--- src/rtl/seven_seg_scan_driver.sv ---
// ---------------------------------------------------------------------------
// seven_seg_scan_driver
//   Time-multiplexes DIGITS hex nibbles onto one shared seven-segment bus.
//   Each digit slot lasts SCAN_DIV cycles, and the first DEAD_CYCLES of a slot
//   are blanked so the previous digit does not ghost onto the next one.
//   New values are staged in a pending register. They reach the display
//   register only at frame end, so a frame never shows mixed digits.
//
// Ports
//   clk         system clock
//   rst_n       asynchronous active-low reset
//   value       packed digits, nibble k = digit k (digit 0 least significant)
//   dp_in       decimal point per digit
//   load        capture value/dp_in/lz_en into the pending register
//   lz_en       leading-zero suppression enable (captured with load)
//   enable      scanning enable
//   seg         segments a..g on seg[6]..seg[0] (pin polarity applied)
//   dp          decimal point segment (pin polarity applied)
//   digit_sel   one-hot digit enable (pin polarity applied)
//   frame_done  1-cycle pulse in the cycle after the last slot of a frame
// ---------------------------------------------------------------------------
module seven_seg_scan_driver #(
  parameter int DIGITS         = 4,
  parameter int SCAN_DIV       = 1000,
  parameter int DEAD_CYCLES    = 2,
  parameter bit SEG_ACTIVE_LOW = 1'b0,
  parameter bit DIG_ACTIVE_LOW = 1'b0
) (
  input  logic                  clk,
  input  logic                  rst_n,
  input  logic [4*DIGITS-1:0]   value,
  input  logic [DIGITS-1:0]     dp_in,
  input  logic                  load,
  input  logic                  lz_en,
  input  logic                  enable,
  output logic [6:0]            seg,
  output logic                  dp,
  output logic [DIGITS-1:0]     digit_sel,
  output logic                  frame_done
);

  localparam int CNT_W = $clog2(SCAN_DIV);
  localparam int IDX_W = $clog2(DIGITS);
  localparam logic [CNT_W-1:0]  CNT_LAST = CNT_W'(SCAN_DIV - 1);
  localparam logic [CNT_W-1:0]  DEAD_END = CNT_W'(DEAD_CYCLES);
  localparam logic [IDX_W-1:0]  IDX_LAST = IDX_W'(DIGITS - 1);
  localparam logic [6:0]        SEG_INV  = {7{SEG_ACTIVE_LOW}};
  localparam logic [DIGITS-1:0] DIG_INV  = {DIGITS{DIG_ACTIVE_LOW}};

  logic [CNT_W-1:0]    cnt;
  logic [IDX_W-1:0]    idx;
  logic [4*DIGITS-1:0] pendValue, dispValue;
  logic [DIGITS-1:0]   pendDp, dispDp;
  logic                pendLz, dispLz, pendValid;

  logic                frameEnd, showDigit, zeroRun;
  logic [3:0]          curNibble;
  logic                curDp, curBlank;
  logic [DIGITS-1:0]   blankDigit, selOneHot;
  logic [6:0]          nextSeg;
  logic                nextDp;
  logic [DIGITS-1:0]   nextSel;

  function automatic logic [6:0] decodeHex(input logic [3:0] nib);
    logic [6:0] s;
    case (nib)
      4'h0: s = 7'b1111110;
      4'h1: s = 7'b0110000;
      4'h2: s = 7'b1101101;
      4'h3: s = 7'b1111001;
      4'h4: s = 7'b0110011;
      4'h5: s = 7'b1011011;
      4'h6: s = 7'b1011111;
      4'h7: s = 7'b1110000;
      4'h8: s = 7'b1111111;
      4'h9: s = 7'b1111011;
      4'hA: s = 7'b1110111;
      4'hB: s = 7'b0011111;
      4'hC: s = 7'b1001110;
      4'hD: s = 7'b0111101;
      4'hE: s = 7'b1001111;
      default: s = 7'b1000111;
    endcase
    return s;
  endfunction

  assign frameEnd  = enable && (idx == IDX_LAST) && (cnt == CNT_LAST);
  assign showDigit = enable && (cnt >= DEAD_END);

  always_comb begin
    zeroRun    = 1'b1;
    blankDigit = '0;
    selOneHot  = '0;
    curNibble  = 4'h0;
    curDp      = 1'b0;
    curBlank   = 1'b0;
    // Walk down from the top digit: a digit is blanked while every digit
    // from it upward is zero. Digit 0 is never blanked.
    for (int k = DIGITS - 1; k >= 1; k--) begin
      zeroRun       = zeroRun && (dispValue[4*k +: 4] == 4'h0);
      blankDigit[k] = dispLz && zeroRun;
    end
    for (int k = 0; k < DIGITS; k++) begin
      if (idx == IDX_W'(k)) begin
        selOneHot[k] = 1'b1;
        curNibble    = dispValue[4*k +: 4];
        curDp        = dispDp[k];
        curBlank     = blankDigit[k];
      end
    end
    nextSeg = (showDigit && !curBlank) ? decodeHex(curNibble) : 7'b0;
    nextDp  = showDigit && curDp;
    nextSel = showDigit ? selOneHot : '0;
  end

  always_ff @(posedge clk or negedge rst_n) begin
    if (!rst_n) begin
      cnt <= '0;
      idx <= '0;
    end else if (!enable) begin
      cnt <= '0;
      idx <= '0;
    end else if (cnt == CNT_LAST) begin
      cnt <= '0;
      idx <= (idx == IDX_LAST) ? '0 : idx + 1'b1;
    end else begin
      cnt <= cnt + 1'b1;
    end
  end

  // A load in the frame-end cycle bypasses pending straight into display so
  // it lands in the very next frame.
  always_ff @(posedge clk or negedge rst_n) begin
    if (!rst_n) begin
      pendValue <= '0;
      pendDp    <= '0;
      pendLz    <= 1'b0;
      pendValid <= 1'b0;
      dispValue <= '0;
      dispDp    <= '0;
      dispLz    <= 1'b0;
    end else begin
      if (load) begin
        pendValue <= value;
        pendDp    <= dp_in;
        pendLz    <= lz_en;
      end
      if (frameEnd && (load || pendValid)) begin
        dispValue <= load ? value : pendValue;
        dispDp    <= load ? dp_in : pendDp;
        dispLz    <= load ? lz_en : pendLz;
        pendValid <= 1'b0;
      end else if (!enable && pendValid) begin
        dispValue <= pendValue;
        dispDp    <= pendDp;
        dispLz    <= pendLz;
        pendValid <= load;
      end else if (load) begin
        pendValid <= 1'b1;
      end
    end
  end

  always_ff @(posedge clk or negedge rst_n) begin
    if (!rst_n) begin
      seg        <= SEG_INV;
      dp         <= SEG_ACTIVE_LOW;
      digit_sel  <= DIG_INV;
      frame_done <= 1'b0;
    end else begin
      seg        <= nextSeg ^ SEG_INV;
      dp         <= nextDp ^ SEG_ACTIVE_LOW;
      digit_sel  <= nextSel ^ DIG_INV;
      frame_done <= frameEnd;
    end
  end

endmodule

--- config.mk ---
export PLATFORM = sky130hd
export DESIGN_NAME = seven_seg_scan_driver
export DESIGN_NICKNAME = d
export VERILOG_FILES = /design/src/rtl/seven_seg_scan_driver.sv
export SDC_FILE = /design/constraint.sdc
export NUM_CORES = 1
export LEC_CHECK = 0
export ABC_AREA = 1
export CELL_PAD_IN_SITES_DETAIL_PLACEMENT = 0
export CELL_PAD_IN_SITES_GLOBAL_PLACEMENT = 1
export CORE_MARGIN = 2
export CORE_UTILIZATION = 42
export DETAILED_ROUTE_END_ITERATION = 10
export DONT_BUFFER_PORTS = 1
export PLACE_DENSITY_LB_ADDON = 0.1
export SETUP_SLACK_MARGIN = 0.15
export SLEW_MARGIN = 20
export SYNTH_ARGS = -nofsm -noshare
export SYNTH_HDL_FRONTEND = slang
export SYNTH_SLANG_ARGS = --single-unit
--- constraint.sdc ---
create_clock -name clk -period 2.1 [get_ports clk]
set_input_delay 0.105 -clock clk [delete_from_list [all_inputs] [get_ports clk]]
set_output_delay 0.105 -clock clk [all_outputs]
set_load 0.005 [all_outputs]
After elaboration in Yosys (flattened, before gate mapping)

Memories as Yosys holds them, arrays and structs flattened.
Index checks and enable logic that the tools add are counted.

Input port bits: 25
Register bits after elaboration: 68
Memories: 1
Bits in read-only memories: 112

Magnitude comparators: 1
Reduce and logical (&&, ||, !) cells: 21
Add/subtract/negate cells: 2
Mux-type cells: 34
Eq/ne operators: 5

Memories:

| name            | depth | width | rd ports | clocked after memory_dff | write ports | line | RTL |
|---|---|---|---|---|---|---|---|
| (no name shown) | 16    | 7     | 1        | 0                        | 0           | 66   | `case (nib)` |

Operator list:

| cell                    | count |
|---|---|
| $mux W16                | 3 |
| $mux W4                 | 8 |
| $mux W10                | 2 |
| $mux W1                 | 17 |
| $logic_and A1 B1 Y1     | 12 |
| $logic_not A4 Y1        | 3 |
| $add A10 B1 Y10 const B | 1 |
| $eq A10 B10 Y1 const B  | 1 |
| $ge A10 B2 Y1 const B   | 1 |
| $mux W7                 | 1 |
| $mux W2                 | 3 |
| $eq A2 B2 Y1 const B    | 2 |
| $reduce_bool A3 Y1      | 1 |
| $add A2 B1 Y2 const B   | 1 |
| $eq A2 B1 Y1 const B    | 1 |
| $logic_not A1 Y1        | 2 |
| $logic_not A2 Y1        | 1 |
| $ne A2 B1 Y1 const B    | 1 |
| $reduce_bool A2 Y1      | 1 |
| $logic_or A1 B1 Y1      | 1 |

Logic depth before layout (Yosys ltp)

Depth in word-level cells: 10
Gate-level depth with buffers: 14

Least setup slack after synthesis

Ideal clock, no wire load.

Path type: register -> register
Start: register idx[1]
End: register seg[3]
Arrival time: 1.916 ns
Clock period less this slack: 1.987 ns
Slack: 0.113 ns
Data required time: 2.028 ns
Stages on the path, launching flop included: 13
Library setup time: 0.072 ns
Cells stage by stage: dfrtp_1 -> inv_1 -> ha_1 -> inv_1 -> nand3_1 -> nand2_1 -> a21boi_0 -> ha_1 -> inv_1 -> nand2_1 -> nand3_1 -> nand2_1 -> nor2_1

Word-level cells in the longest chain between the ends: 7
Elaborated cells between the ends (all ways): 15
Classes of those cells: eq/ne (3); mux (8); reduce/logical (3); memory (1)

Ends and longest elaborated chain:

| element                                                      | line     | RTL |
|---|---|---|
| start, declared                                              | 51       | `logic [IDX_W-1:0] idx;` |
| start signal, assigned                                       | 125      | `idx <= (idx == IDX_LAST) ? '0 : idx + 1'b1;` |
| $logic_not A2 Y1 / $eq A2 B1 Y1 (equally long branches)      | 104      | `if (idx == IDX_W'(k)) begin` |
| $mux W4 / $mux W1 (equally long branches) (3 in a row)       | 104      |  |
| $mux W4 / $logic_not A1 Y1 (equally long branches)           | 104, 111 |  |
| $mem_v2 Z16 W7 / $logic_and A1 B1 Y1 (equally long branches) | --       |  |
| $mux W7 *                                                    | 111      | `nextSeg = (showDigit && !curBlank) ? decodeHex(curNibble) : 7'b0;` |
| via nextSeg[3]                                               | 60       | `logic [6:0] nextSeg;` |
| end signal, assigned                                         | 171      | `seg <= nextSeg ^ SEG_INV;` |
| end, declared                                                | 36       | `output logic [6:0] seg,` |

Mark *: on every way through the listed nets, which the timed path passes. The rest lies on a longest branch.
A chain may end at the register's enable or synchronous reset.

Final worst setup path

Start: register idx[0]
End: register seg[3]

Same word-level chain as after synthesis.

==> results.json <==
{
  "cap_violations": 0,
  "pre_cts_slack_ns": 0.0526,
  "layout_min_cycle_time_ns": 1.84,
  "clock.fmax_mhz": 544,
  "grt_usage": 0.197,
  "dieArea_sq_mm": 0.00923,
  "crit_slowest_cell": "dfrtp_1",
  "grt_pass1_wl_mm": 14.0,
  "ys_ff_latch": 68,
  "start_kind": "register",
  "layout_common_cells": "nand2_1 (142), dfrtp_1 (68), nand3_1 (54)",
  "setup_viol": 0,
  "finalMaxSlewViolations": 0,
  "via_per_inst": 4.98,
  "drive_above_1_share": 0.139,
  "clkLatencyLatePin_ns": 0.34,
  "finalClockSkew_ns": 0.0127,
  "hpwl_mm": 5.54,
  "antenna_found_initial": 0,
  "worst_slew_pin_slew_ns": 0.823,
  "hold_start": "value[7]",
  "yosysTopAreaCell": "dfrtp_1",
  "nets": 515,
  "crit-reg2reg-capture": "seg[3]",
  "power.total_mw": 3.53,
  "portBuffers": 0,
  "drc": 0,
  "max_stage_delay_ns": 0.41,
  "reg2reg_depth": 11,
  "reg2reg_slack_ns": 0.26,
  "clock-sinks": 68,
  "cts-root-buf": "clkbuf_8",
  "rows": 33,
  "syn-num-nets": 506,
  "gp_congestion": 0.811,
  "core_area_sq_mm": 0.00822,
  "nFillCells": 824,
  "synth_area_sq_mm": 0.00356,
  "cp-end-kind": "register",
  "final_hold_viol_count": 0,
  "slew_headroom": 0.449,
  "status": "completed",
  "yosys-top-cells-area": "dfrtp_1 (48%), nand2_1 (15%), nand3_1 (7.6%)",
  "gr-total-overflow": 0,
  "synth.avg_cell_area_sq_um": 7.59,
  "worstPathArrival_ns": 2.11,
  "cts.htree.levels": 3,
  "crit_chain": "buf_4 -> ha_4 -> a21oi_1 -> nand2_2 -> a21boi_4 -> ha_1 -> inv_1 -> nand2_1 -> nand3_1 -> nand2_1 -> nor2_1",
  "post_synth_num_cell_types": 20,
  "grt_pass1_vias": 2808,
  "register_area_sq_mm": 0.00170,
  "detail-route-antenna-nets": 0,
  "synth-seq-area-share": 0.478,
  "yosysWarnings": 0,
  "tns_ns": 0,
  "die_x_microns": 96.1,
  "cts_tree": "yes",
  "path_clk_slew_ns": 0.08,
  "syn2layout_area_growth_pct": 14.3,
  "drt-total-wl_mm": 8.25,
  "hp-class": "in -> reg",
  "grt_max_degree": 69,
  "multi_input_comb_area_sq_mm": 0.00164,
  "drt_iter0_drc": 110,
  "final_cell_area_sq_mm": 0.00407,
  "cp.required_ns": 2.37,
  "min_path_cells": 3,
  "powerDensity_mw_per_mm2": 869,
  "min_to": "pendValue[7]",
  "io_pins": 38,
  "die_h_microns": 96.1,
  "mostFrequentLayoutCell": "nand2_1",
  "dr.pass1.iters": 4,
  "cellLeakagePower_nw": 2.11,
  "critPathKind": "reg -> reg",
  "ir_drop_uv": 414,
  "cts-buffers-inserted": 9,
  "final_util": 0.495,
  "setup_ws_ns": 0.261,
  "wl_per_cell_microns": 14.0,
  "rsz0062_at_grt": "yes",
  "r2r_start": "idx[0]",
  "vias": 2928,
  "path_max_fanout": 5,
  "synth_top_area_frac": 0.478,
  "start_util": 0.433,
  "diodes": 0,
  "synthCells": 469,
  "fin_crit_sh": 0.876,
  "dpl_cell_area_sq_mm": 0.00370,
  "crit_top_cell": "nand2_1",
  "clock_path_buffers": 2
}
## final cells by class
type,instances,area share
Multi-Input combinational cell,329,0.403
Tap cell,105,0.0323
Sequential cell,68,0.418
Inverter,54,0.0498
Clock inverter,4,0.0135
Clock buffer,12,0.0406
Timing Repair Buffer,16,0.0431
## synth_stat cells
cell	n
nand2_1	146
dfrtp_1	68
inv_1	54
nand3_1	54
nor2_1	30
o21ai_0	30
or2_2	21
a21oi_1	20
ha_1	12
clkbuf_1	10
nor3_1	8
buf_2	5
buf_6	2
nand2_2	2
nand4_1	2
a21boi_0	1
buf_1	1
nor3_4	1
o211ai_1	1
o31ai_1	1
## cell families after synthesis
logic type,Yosys count,share of synthesized area
buf+inv,72,0.0819
flops,68,0.478
simple gates,264,0.321
fa+ha+maj,12,0.0422
compound gates,53,0.0766
## registers in the layout (all words and copies together) (netlist names)
register	count
pendValue	16
frame_done	1
dispDp	4
idx	2
digit_sel	4
dp	1
cnt	10
pendValid	1
seg	7
dispValue	16
dispLz	1
pendLz	1
pendDp	4
## stage by stage
stage          std cells  hold slack (ns)
6_report             588           0.0126
5_1_grt              588           0.0274
4_1_cts              587         0.000665
3_5_place_dp         566           -0.189
3_3_place_gp         566           -0.189
2_1_floorplan        469           -0.191
## routing by layer
layer / GRT usage / wire (microns) / share of wire / vias up
li1: - / - / - / 1500
met5: 0 / 0 / 0 / -
met3: 0.0313 / 241 / 0.029 / 13
met4: 0.0774 / 162 / 0.020 / 0
met2: 0.292 / 3690 / 0.45 / 51
met1: 0.288 / 4150 / 0.50 / 1364
## worst max-delay path: cells and delay by family (launching register included)
kind	cells	cell delay, ns
adders and majority gates	2	0.43
and+or+nand+nor	5	0.36
DFF	1	0.41
AOI/OAI and AO/OA	2	0.37
buffers and inverters	2	0.20
## power by group
| group | total (mW) | leakage (nW) | internal [mW] | switching [mW] |
|---|---|---|---|---|
| combinational | 0.810 | 1.16 | 0.310 | 0.500 |
| clock | 1.17 | 0.109 | 0.653 | 0.518 |
| sequential | 1.55 | 0.839 | 1.45 | 0.102 |
| total | 3.53 | 2.11 | 2.41 | 1.12 |
## worst max path at each step
stage | from | to | slack (ns)
final | idx[0] | seg[3] | 0.26
after global routing | idx[1] | seg[3] | 0.11
after CTS | idx[1] | seg[3] | 0.16
after detailed placement | idx[1] | seg[3] | 0.05
after global placement | idx[1] | seg[3] | 0.07
after floorplan | idx[0] | seg[3] | 0.24
## timing repair
item,4_1_cts,5_1_grt
pin swaps,0,2
gates cloned,0,0
buffers inserted,0,1
endpoints found under the setup margin,6,7
hold endpoints to repair,94,0
gates resized for setup,3,17
hold buffers,5,0
(Power assumes the default switching activity.)
